### src/rtl/grom_mem_arbiter.sv
// Two-port arbiter in front of one synchronous RAM: round-robin ownership with a
// bounded burst, I/O cycles kept off the write strobe, one-cycle read return.
module grom_mem_arbiter #(
    parameter int ADDR_W    = 12,
    parameter int DATA_W    = 8,
    parameter int MAX_BURST = 4
) (
    input  logic              clk,
    input  logic              reset,
    input  logic              p0_req,
    input  logic [ADDR_W-1:0] p0_addr,
    input  logic [DATA_W-1:0] p0_wdata,
    input  logic              p0_we,
    input  logic              p0_ioreq,
    output logic              p0_gnt,
    output logic              p0_rvalid,
    output logic [DATA_W-1:0] p0_rdata,
    input  logic              p1_req,
    input  logic [ADDR_W-1:0] p1_addr,
    input  logic [DATA_W-1:0] p1_wdata,
    input  logic              p1_we,
    output logic              p1_gnt,
    output logic              p1_rvalid,
    output logic [DATA_W-1:0] p1_rdata,
    output logic [ADDR_W-1:0] mem_addr,
    output logic [DATA_W-1:0] mem_wdata,
    output logic              mem_we,
    input  logic [DATA_W-1:0] mem_rdata
);

    typedef enum logic [1:0] {OWN_IDLE, OWN_P0, OWN_P1} owner_t;

    localparam logic [7:0] BURST_LAST = 8'(MAX_BURST - 1);

    owner_t      owner_reg, owner_next;
    logic        last_p1_reg, last_p1_next;   // 1 when P1 was the most recent owner
    logic [7:0]  burst_cnt_reg, burst_cnt_next;
    logic        access0, access1, burst_done;
    logic [1:0]  rd_access;
    logic [1:0]  rvalid_reg;
    logic [DATA_W-1:0] rdata_hold_reg [2];

    assign access0    = (owner_reg == OWN_P0) && p0_req;
    assign access1    = (owner_reg == OWN_P1) && p1_req;
    assign burst_done = (burst_cnt_reg >= BURST_LAST);

    always_ff @(posedge clk or negedge reset) begin
        if (!reset) begin
            owner_reg     <= OWN_IDLE;
            last_p1_reg   <= 1'b1;
            burst_cnt_reg <= 8'd0;
        end else begin
            owner_reg     <= owner_next;
            last_p1_reg   <= last_p1_next;
            burst_cnt_reg <= burst_cnt_next;
        end
    end

    // The counter saturates at the last burst slot, so an uncontested owner is
    // handed off the moment the other port shows up.
    always_comb begin
        owner_next     = owner_reg;
        last_p1_next   = last_p1_reg;
        burst_cnt_next = burst_cnt_reg;
        case (owner_reg)
            OWN_IDLE: begin
                if (p0_req && (!p1_req || last_p1_reg)) begin
                    owner_next     = OWN_P0;
                    burst_cnt_next = 8'd0;
                end else if (p1_req) begin
                    owner_next     = OWN_P1;
                    burst_cnt_next = 8'd0;
                end
            end
            OWN_P0: begin
                if (p0_req && (!p1_req || !burst_done)) begin
                    if (!burst_done) burst_cnt_next = burst_cnt_reg + 8'd1;
                end else begin
                    owner_next     = p1_req ? OWN_P1 : OWN_IDLE;
                    last_p1_next   = 1'b0;
                    burst_cnt_next = 8'd0;
                end
            end
            OWN_P1: begin
                if (p1_req && (!p0_req || !burst_done)) begin
                    if (!burst_done) burst_cnt_next = burst_cnt_reg + 8'd1;
                end else begin
                    owner_next     = p0_req ? OWN_P0 : OWN_IDLE;
                    last_p1_next   = 1'b1;
                    burst_cnt_next = 8'd0;
                end
            end
            default: begin
                owner_next     = OWN_IDLE;
                burst_cnt_next = 8'd0;
            end
        endcase
    end

    assign p0_gnt = (owner_reg == OWN_P0);
    assign p1_gnt = (owner_reg == OWN_P1);

    always_comb begin
        mem_addr  = '0;
        mem_wdata = '0;
        mem_we    = 1'b0;
        if (access0) begin
            mem_addr  = p0_addr;
            mem_wdata = p0_wdata;
            mem_we    = p0_we && !p0_ioreq;
        end else if (access1) begin
            mem_addr  = p1_addr;
            mem_wdata = p1_wdata;
            mem_we    = p1_we;
        end
    end

    // Only true memory reads get a return slot; I/O cycles and writes do not.
    assign rd_access = {access1 && !p1_we, access0 && !p0_we && !p0_ioreq};

    generate
        for (genvar gi = 0; gi < 2; gi++) begin : g_rd
            always_ff @(posedge clk or negedge reset) begin
                if (!reset) begin
                    rvalid_reg[gi]     <= 1'b0;
                    rdata_hold_reg[gi] <= '0;
                end else begin
                    rvalid_reg[gi] <= rd_access[gi];
                    if (rvalid_reg[gi]) rdata_hold_reg[gi] <= mem_rdata;
                end
            end
        end
    endgenerate

    assign p0_rvalid = rvalid_reg[0];
    assign p1_rvalid = rvalid_reg[1];
    assign p0_rdata  = rvalid_reg[0] ? mem_rdata : rdata_hold_reg[0];
    assign p1_rdata  = rvalid_reg[1] ? mem_rdata : rdata_hold_reg[1];

endmodule

### config.mk
export PLATFORM = sky130hd
export DESIGN_NAME = grom_mem_arbiter
export DESIGN_NICKNAME = d
export VERILOG_FILES = /design/src/rtl/grom_mem_arbiter.sv
export SDC_FILE = /design/constraint.sdc
export NUM_CORES = 1
export LEC_CHECK = 0
export ABC_AREA = 1
export BUFFER_PORTS_ARGS = -buffer_cell sky130_fd_sc_hd__buf_4
export CORE_UTILIZATION = 44
export CTS_BUF_LIST = sky130_fd_sc_hd__clkbuf_8
export CTS_CLUSTER_SIZE = 12
export DETAILED_ROUTE_END_ITERATION = 16
export GPL_ROUTABILITY_DRIVEN = 0
export MAX_ROUTING_LAYER = met4
export PLACE_DENSITY = 0.86
export SYNTH_ARGS = -nofsm -noshare
export SYNTH_HDL_FRONTEND = slang
export SYNTH_SLANG_ARGS = --single-unit
### constraint.sdc
create_clock -name clk -period 1.7 [get_ports clk]
set_input_delay 0.085 -clock clk [delete_from_list [all_inputs] [get_ports clk]]
set_output_delay 0.085 -clock clk [all_outputs]
set_load 0.05 [all_outputs]
## After elaboration in Yosys (flattened, before gate mapping)

Index checks and enable logic that the tools add are counted.

- Add/sub/neg operators: 1
- Order comparisons: 1
- Eq/ne operators: 5
- Muxes and demuxes: 24
- Reductions and logical operators: 22

Operators with widths:

| cell | count |
|---|---|
| two-way mux 8 bit | 9 |
| two-way mux 12 bit | 2 |
| one-hot mux 8 bit (3 select lines) | 1 |
| two-way mux 2 bit | 5 |
| logical AND 1 bit | 9 |
| adder 8 x 1 -> 8 bit (second input constant) | 1 |
| greater-or-equal comparator 8 x 2 -> 1 bit (second input constant) | 1 |
| logical NOT 1 bit | 6 |
| one-hot mux 2 bit (3 select lines) | 1 |
| AND reduction 3 bit | 2 |
| two-way mux 1 bit | 5 |
| != test 2 bit (second input constant) | 2 |
| logical OR 1 bit | 3 |
| != test 3 bit (second input constant) | 1 |
| == test 2 x 1 -> 1 bit (second input constant) | 1 |
| == test 2 bit (second input constant) | 1 |
| logical NOT 2 bit | 1 |
| one-hot mux 1 bit (2 select lines) | 1 |
| nonzero test 2 bit | 1 |

- Flip-flop bits (word level): 29
- Input port bits: 55
- Output and inout port bits: 41
- Word-level logic and storage cells: 60

## Longest topological paths before layout

Gate-level depths: netlist of run 1.

- Word-level depth: 6
- Mapped depth: 9
- Mapped depth without buffers: 9

## Worst setup path before layout of run 1

Ideal clock, no wire load.

- Path kind: reg-to-output
- Start: register owner_reg[1]
- End: output port mem_we
- Arrival: 2.534 ns
- Required time: 1.615 ns
- Setup slack: -0.919 ns
- Stages on the path, launching flop included: 6
- Path buffers: 0
- Cells stage by stage: dfrtp_1 inv_1 ha_1 nand2_2 or2_2 o21ai_0

- Elaborated cells between the ends (all ways): 6
- Classes of those cells: 2 x eq/ne; 2 x mux; 2 x reduce/logical

RTL lines:

| element | RTL line | RTL |
|---|---|---|
| start: declaration | 35 | `owner_t owner_reg, owner_next;` |
| start signal: assignment | 53 | `owner_reg <= owner_next;` |
| == test 2 x 1 -> 1 bit | -- |  |
| via p0_gnt | 15 | `output logic p0_gnt,` |
| logical AND 1 bit | 43 | `assign access0 = (owner_reg == OWN_P0) && p0_req;` |
| two-way mux 1 bit | 107 | `if (access0) begin` |
| end: declaration | 27 | `output logic mem_we,` |

The timed path passes the listed nets, and every way through them passes these cells.

## Final worst setup path of run 1

- Start: register owner_reg[0]
- End: output port mem_we

- Word-level cells in the longest chain between the ends: 4
- Elaborated cells between the ends (all ways): 6
- Classes of those cells: 2 x eq/ne; 2 x mux; 2 x reduce/logical

RTL lines:

| element | RTL line | RTL |
|---|---|---|
| == test 2 bit | 44 | `assign access1 = (owner_reg == OWN_P1) && p1_req;` |
| logical AND 1 bit | 44 |  |
| two-way mux 1 bit | 111 | `end else if (access1) begin` |
| two-way mux 1 bit (*) | 107 |  |

Every way passes the cells marked *; elsewhere a longest branch is shown, timed or not.

==> results of run 1 <==
-- report_power, final --
part | leakage (nW) | total, mW | switching, mW | internal, mW
clock network | 0.0491 | 0.550 | 0.273 | 0.277
registers | 0.371 | 1.05 | 0.111 | 0.938
logic | 1.06 | 3.32 | 2.07 | 1.25
-- synthesized netlist by cell type (all sizes together) --
library cell,count
dfstp,1
nand2,58
or2,2
clkbuf,2
ha,5
buf,6
a21oi,9
xor2,1
mux2,16
nand3,25
inv,16
dfrtp,28
a22oi,1
nor2,8
o21ai,5
-- layer usage --
layer | global-route usage (%) | share of wire, %
met4 | 12.1 | 4.5
met2 | 43.5 | 54
met1 | 28.2 | 35
met3 | 6.42 | 6.1
met5 | - | 0
-- cells by family after synthesis --
group	count (synthesis)	synth area share, %
buf+inv	24	6.19
compound gates	15	5.40
fa+ha+maj	5	3.97
xor+xnor	1	0.556
mux	16	11.4
flops	29	46.1
simple gates	93	26.4
-- stage by stage --
stage	utilization (%)	instances	setup TNS, ns	power [mW]
floorplan	-	183	0	2.99
global placement	72.3	321	0	3.76
finish	86.5	343	-0.915	4.92
detailed placement	72.3	321	0	3.81
global route	86.5	343	-1.81	5.13
CTS	81.4	339	0	4.61
-- cells in the final DEF, fill, tap and decap left out, drive strengths merged, types with 2 or more instances in the layout --
cell type    instances
mux2                16
nor2                 8
clkbuf               5
o21ai                5
clkinv               2
inv                 17
nand3               25
dlygate4sd3          3
ha                   5
nand2               58
buf                110
dfrtp               28
or2                  2
a21oi                9
-- final timing paths --
kind                                    start                  to  depth (start not counted)
setup / recovery                 owner_reg[0]              mem_we                          9
hold / removal                   mem_rdata[5]   rdata_hold_reg[5]                          2
setup reg to reg                 owner_reg[0]    burst_cnt_reg[1]                          8
hold reg to reg            rdata_hold_reg[15]  rdata_hold_reg[15]                          1
max in group asynchronous               reset         last_p1_reg                          2
min in group asynchronous               reset    burst_cnt_reg[0]                          2
-- repair_timing --
| item | 4_1_cts | 5_1_grt |
|---|---|---|
| hold buffers | 3 | 0 |
| pin swaps | 0 | 4 |
| hold endpoints to repair | 30 | 0 |
| endpoints found under the setup margin | 21 | 21 |
| gates resized for setup | 33 | 35 |
| cloned | 1 | 0 |
| setup buffers | 6 | 4 |
-- area by class of cell --
class / count / area (um2)
Multi-Input combinational cell: 130 / 907
Clock inverter: 3 / 13.8
Fill cell: 157 / 458
Clock buffer: 5 / 68.8
Sequential cell: 29 / 728
Inverter: 16 / 65.1
Timing Repair Buffer: 114 / 1090
Tap cell: 46 / 57.6
==> out/metrics.cfg, run 1 <==
[floorplanning]
die_w_um = 61.9
dieArea_um2 = 3830
initial_utilization_pct = 46.5
core_um2 = 3390
die_h_um = 61.9
boundaryPins = 96
placementRows = 21

[sta]
tightest_slew_ns = 0.422
timing.hold.ws_ns = 0.0646
min_period_ns = 1.80
final_hold_viol_count = 0
rsz0062_at_grt = true
fin_ws_ns = -0.100
period_share_pct = 106
setup_violations = 20
skew_ns = 0.00872
final_max_slew_viol_count = 0
fmax_mhz = 555
relSlewSlack_pct = 71.9

[detailed_routing]
vias = 1846
wl_per_cell_um = 18.1
drc = 0
postRouteWirelength_um = 6210
drt_first_pass_iters = 4
ant_nets = 0
dr.first_iter.drc_count = 79
viasPerCell = 5.38

[worst_setup_path]
cp.required_ns = 1.62
max_stage_delay_ns = 0.41
path_buf_inv = 5
crit_top_cell = inv_2
slowest_stage = dfrtp_1
crit_path_cell_trace = inv_2 -> ha_4 -> nand2_2 -> inv_2 -> buf_4 -> buf_12 -> nand3_2 -> o21ai_4 -> buf_6
cp_max_fo = 11
critPathLaunchType = register
crit_family = buffers and inverters
path_class = reg -> out
timing.reg2reg.setup_slack_ns = 0.10
cp_data_arrival_time_ns = 1.72
end_kind = output pin

[placement]
pre_cts_ws_ns = 0.123
place.port_buffers = 95
hpwl_um = 3140
placed_cell_area_um2 = 2450

[worst_hold_path]
hold_path_class = in -> reg

[logic_synthesis]
syn_inst = 183
avgSynthCellArea_um2 = 8.61
yosysWarnings = 0
ys_types = 22
synthesis.area_um2 = 1580
synth_top_area_share_pct = 44.4
synth_area_leaders = dfrtp_1 (44%), nand2_1 (12%), mux2_2 (11%), nand3_1 (7.6%), ha_1 (4.0%)
ys_seq_area_share_pct = 46.1
synth.largest_area_cell = dfrtp_1
syn-num-nets = 243
yosys_register_bits = 29

[run]
cap_violations = 0

[cts]
clk_latency_ns = 0.29
cts.path.max_buffers = 2
cts_made_buffers = 5
root_buffer = clkbuf_8
cts.sinks = 29
htree_levels = 2
path_clk_slew_ns = 0.07
cts_tree = built

[finish]
nets = 356
area_delta_synth_final_pct = 86.0
n_antenna_cell = 0
fin_area_um2 = 2930
largest_reg_flops = 16
drive_gt1_share_pct = 63.3

[outcome]
violations = setup timing
status = finished with violations

[power]
powerDensity_nw_per_um2 = 1680
power_leakage_nw = 1.48
vdd_drop_max_mv = 0.991

[global_route]
first_global_vias = 1584
grt_overflow = 0
grt_max_degree = 30
antenna_found_initial = 0
grt_pass1_wl_um = 6800
grtUsageTotal_pct = 25.6

(Power assumes the default switching activity.)
==> run 2: changes to the inputs <==
--- a/config.mk
+++ b/config.mk
@@ -7,13 +7,12 @@
 export LEC_CHECK = 0
 export ABC_AREA = 1
 export BUFFER_PORTS_ARGS = -buffer_cell sky130_fd_sc_hd__buf_4
-export CORE_UTILIZATION = 44
-export CTS_BUF_LIST = sky130_fd_sc_hd__clkbuf_8
+export CORE_UTILIZATION = 43
 export CTS_CLUSTER_SIZE = 12
 export DETAILED_ROUTE_END_ITERATION = 16
 export GPL_ROUTABILITY_DRIVEN = 0
 export MAX_ROUTING_LAYER = met4
-export PLACE_DENSITY = 0.86
+export PLACE_DENSITY = 0.84
 export SYNTH_ARGS = -nofsm -noshare
 export SYNTH_HDL_FRONTEND = slang
 export SYNTH_SLANG_ARGS = --single-unit
==> run 2 against run 1 <==
The run ends with hold timing, setup timing left. Final cell count increased by 1.7%. Worst hold slack got worse by 0.065 ns. Non-clock buffer count increased by 4. Cell area increased by 4.4%. Sequential cell count unchanged. Die area increased by 2.2%. Clock skew increased by 0.014 ns.
==> out/metrics.cfg, run 2 (synthesis results as in run 1) <==
[power]
pwr-share-comb_pct = 70.6
seq_power_share_pct = 21.2
p_clk_share_pct = 8.2
intPower_mw = 2.40
power_switching_share_pct = 51.8
power_leakage_nw = 1.54
switching_power_mw = 2.58
vdd_drop_max_mv = 1.03
powerDensity_nw_per_um2 = 1620

[worst_setup_path]
cp.required_ns = 1.62
timing.reg2reg.setup_slack_ns = -0.02
crit_path_cell_trace = inv_2 -> ha_4 -> nand2_8 -> or2_4 -> o21ai_4 -> buf_6
slowest_stage = dfrtp_1
r2r-end = burst_cnt_reg[1]
crit_family = flip-flops
reg2regPathDepth = 9
cp_max_fo = 6
critPathLaunchType = register
max_stage_delay_ns = 0.44
rr_startpoint = owner_reg[0]
path_buf_inv = 2
cp_data_arrival_time_ns = 1.71
end_kind = output pin
path_class = reg -> out

[cts]
cts.path.max_buffers = 2
cts_tree = built
cts.sinks = 29
htree_levels = 2
root_buffer = clkbuf_4
clk_latency_ns = 0.34
cts_made_buffers = 5
path_clk_slew_ns = 0.11

[worst_hold_path]
hold_path_class = in -> reg
whs_path_depth = 2
worstHoldStart = mem_rdata[2]
holdPathEnd = rdata_hold_reg[2]

[detailed_routing]
drc = 0
viasPerCell = 5.47
ant_nets = 0
postRouteWirelength_um = 7000
vias = 1908
wl_per_cell_um = 20.1
drt_first_pass_iters = 5
dr.first_iter.drc_count = 103

[finish]
most-common-layout-cells = buf_4 (85), nand2_2 (31), dfrtp_1 (27), nand2_1 (20), mux2_2 (16)
post-route-util_pct = 89.6
final_common_cell = buf_4
drive_gt1_share_pct = 67.7
area_delta_synth_final_pct = 94.1
largest_reg_flops = 16
n_antenna_cell = 0
nets = 362
fin_area_um2 = 3060

[floorplanning]
die_w_um = 62.6
die_h_um = 62.6
core_um2 = 3420
boundaryPins = 96
placementRows = 21
initial_utilization_pct = 46.2
dieArea_um2 = 3910

[global_route]
first_global_vias = 1752
grtUsageTotal_pct = 27.6
grt_max_degree = 30
antenna_found_initial = 0
grt_overflow = 0
grt_pass1_wl_um = 8080

[sta]
skew_ns = 0.0228
final_hold_viol_count = 1
setup_violations = 22
rsz0062_at_grt = true
min_period_ns = 1.79
period_share_pct = 105
fin_ws_ns = -0.0902
fmax_mhz = 559
relSlewSlack_pct = 73.5
tightest_slew_ns = 0.397
timing.hold.ws_ns = -0.000607
final_max_slew_viol_count = 0

[placement]
place.port_buffers = 95
hpwl_um = 3300
placed_cell_area_um2 = 2410

[run]
cap_violations = 0

[outcome]
violations = hold timing, setup timing
status = finished with violations

==> run 2: cell types whose count changed in the layout (fill, tap and decap cells not counted), moves of 6 or more <==
cell | before | now
buf_6 | 2 | 12
buf_8 | 21 | 14
nand3_4 | 0 | 6
nand2_1 | 26 | 20
==> run 2: per-stage QoR <==
stage               TNS (ns)  instances  total power, mW  setup WS, ns
finish                -0.999        349             4.97       -0.0902
global route           -1.97        349             5.15        -0.124
CTS                        0        339             4.43       0.00366
detailed placement         0        320             3.77        0.0865
global placement           0        320             3.72         0.163
floorplan                  0        183             2.99       0.00915
==> run 2: power by group through the flow <==
stage / registers [mW] / logic, mW / clock network [mW]
global route: 1.08 / 3.63 / 0.442
floorplan: 1.02 / 1.96 / 0
global placement: 1.03 / 2.69 / 0
CTS: 1.04 / 3.00 / 0.389
finish: 1.05 / 3.51 / 0.408
detailed placement: 1.05 / 2.72 / 0
==> run 2: area by class of cell <==
cell class / instances / area, um2
Fill cell: 150 / 355
Timing Repair Buffer: 118 / 1100
Tap cell: 46 / 57.6
Clock buffer: 6 / 41.3
Inverter: 16 / 77.6
Timing Repair inverter: 2 / 25.0
Multi-Input combinational cell: 130 / 1020
Clock inverter: 2 / 10.0
Sequential cell: 29 / 728
==> run 2: worst max-delay path by stage <==
stage | slack (ns) | from | cells past startpoint | endpoint
after floorplan | 0.009 | owner_reg[1] | 5 | mem_we
after global placement | 0.16 | owner_reg[1] | 9 | owner_reg[1]
after detailed placement | 0.09 | owner_reg[1] | 8 | burst_cnt_reg[6]
after CTS | 0.004 | owner_reg[1] | 6 | mem_we
after global routing | -0.12 | owner_reg[1] | 6 | mem_we
final | -0.09 | owner_reg[1] | 6 | mem_we
==> run 2: timing repair <==
action                                 in CTS  in global routing
pin swaps                                   1                  7
hold buffers                                3                  0
endpoints found under the hold margin      31                  0
gates cloned                                1                  4
gates resized for setup                    40                 56
setup buffers                               7                  6
setup endpoints to repair                  21                 22
==> run 2: worst register-to-register path, cell delays in order, from the launching register on <==
cell	delay, ns
dfrtp_2	0.42
inv_2	0.08
buf_4	0.14
buf_4	0.12
ha_1	0.27
nand3_4	0.19
nand2_2	0.11
nand2_1	0.07
o21ai_0	0.08
a21oi_1	0.17
==> run 2: routing by layer <==
layer  wire (um)  vias up  GRT usage [%]
li1            -      830              -
met1        2390      903           29.2
met2        3710      127           49.9
met3         374       48           6.75
met4         522        0           9.01
met5           0        -              -
==> run 3: changes to the inputs <==
--- a/config.mk
+++ b/config.mk
@@ -13,6 +13,7 @@
 export GPL_ROUTABILITY_DRIVEN = 0
 export MAX_ROUTING_LAYER = met4
 export PLACE_DENSITY = 0.84
+export SKIP_CTS_REPAIR_TIMING = 1
 export SYNTH_ARGS = -nofsm -noshare
 export SYNTH_HDL_FRONTEND = slang
 export SYNTH_SLANG_ARGS = --single-unit
==> run 3 against run 2 <==
Sequential share of layout area increased by 2.2 points. Combinational power decreased by 10%. Worst setup slack improved by 0.015 ns. Critical path depth unchanged. First-iteration DRC count decreased by 45%. Critical path type unchanged. Via count decreased by 11%. Routed wire length decreased by 23%. Largest power group unchanged. The flow finishes with violations (setup timing). Die area unchanged. Final cell count decreased by 2.6%. Core utilization decreased by 7.6 points.
==> out/metrics.cfg, run 3 (synthesis results as in run 1) <==
[finish]
fin_cells = 340
area_delta_synth_final_pct = 77.6
drive_gt1_share_pct = 60.5
nets = 353
largest_reg_flops = 16
most-common-layout-cells = buf_4 (82), nand2_1 (30), dfrtp_1 (27), nand2_2 (26), nand3_1 (19)
n_antenna_cell = 0
final_common_cell = buf_4

[cts]
cts_made_buffers = 5
cts_tree = built
htree_levels = 2
cts.sinks = 29
cts.path.max_buffers = 2
root_buffer = clkbuf_4
path_clk_slew_ns = 0.10
clk_latency_ns = 0.33

[detailed_routing]
drt_first_pass_iters = 5
postRouteWirelength_um = 5360
ant_nets = 0
dr.first_iter.drc_count = 57
viasPerCell = 5.02
vias = 1707
wl_per_cell_um = 15.8
drc = 0

[global_route]
grtUsageTotal_pct = 23.0
grt_max_degree = 30
grt_pass1_wl_um = 6880
antenna_found_initial = 0
first_global_vias = 1556
grt_overflow = 0

[floorplanning]
die_w_um = 62.6
die_h_um = 62.6
core_um2 = 3420
placementRows = 21
dieArea_um2 = 3910
boundaryPins = 96
initial_utilization_pct = 46.2

[run]
cap_violations = 0

[placement]
hpwl_um = 3300
pre_cts_ws_ns = 0.0865
place.port_buffers = 95
placed_cells = 320

[sta]
period_share_pct = 104
final_hold_viol_count = 0
relSlewSlack_pct = 74.1
fin_ws_ns = -0.0752
min_period_ns = 1.78
setup_violations = 15
skew_ns = 0.00977
tightest_slew_ns = 0.389
rsz0062_at_grt = true
fmax_mhz = 563
final_max_slew_viol_count = 0
timing.hold.ws_ns = 0.0162

[worst_setup_path]
end_kind = output pin
path_class = reg -> out
slowest_stage = dfrtp_2
critPathLaunchType = register
cp_data_arrival_time_ns = 1.69
cp_max_fo = 4
path_buf_inv = 2
crit_path_cell_trace = inv_2 -> ha_4 -> nand2_8 -> or2_4 -> o21ai_4 -> buf_6
crit_family = flip-flops
cp.required_ns = 1.62
max_stage_delay_ns = 0.45

[power]
power_leakage_nw = 1.43
powerDensity_nw_per_um2 = 1640
vdd_drop_max_mv = 0.906

[outcome]
violations = setup timing
status = finished with violations

[worst_hold_path]
hold_path_class = in -> reg

## run 3: final cells by class
class / instances / area [um2]
timing repair buffer: 111 / 1010
multi-input combinational: 130 / 882
sequential: 29 / 728
fill: 202 / 616
inverter: 16 / 67.6
tap: 46 / 57.6
clock buffer: 6 / 41.3
clock inverter: 2 / 10.0
## run 3: power by group
part,leakage [nW],internal (mW),switching (mW),total (mW)
sequential,0.371,0.936,0.109,1.04
clock,0.0320,0.157,0.237,0.394
combinational,1.03,1.16,2.00,3.16
## run 3: final timing paths
path                       slack (ns)  depth (start not counted)                 to    startpoint
max                             -0.08                          6             mem_we  owner_reg[1]
min                              0.02                          2  rdata_hold_reg[5]  mem_rdata[5]
max reg2reg                      0.14                          7   burst_cnt_reg[0]  owner_reg[1]
min reg2reg                      0.49                          2        last_p1_reg   last_p1_reg
max in group asynchronous        1.20                          2        last_p1_reg         reset
min in group asynchronous        0.20                          2   burst_cnt_reg[6]         reset
## run 3: layer usage
layer | wire [um] | up-vias | global-route usage, % | part of all wire [%]
li1 | - | 814 | - | -
met1 | 1990 | 824 | 25.5 | 37
met2 | 3050 | 58 | 40.4 | 57
met3 | 247 | 11 | 6.93 | 4.6
met4 | 68 | 0 | 5.52 | 1.3
met5 | 0 | - | - | 0
## run 3: metrics by stage
step / area, um2 / utilization, % / total power, mW / setup TNS, ns
detailed placement: 2410 / 70.4 / 3.77 / 0
floorplan: 1640 / - / 2.99 / 0
global placement: 2410 / 70.4 / 3.72 / 0
finish: 2800 / 82.0 / 4.60 / -0.342
CTS: 2460 / 71.9 / 4.15 / -3.99
global route: 2800 / 82.0 / 4.81 / -1.68
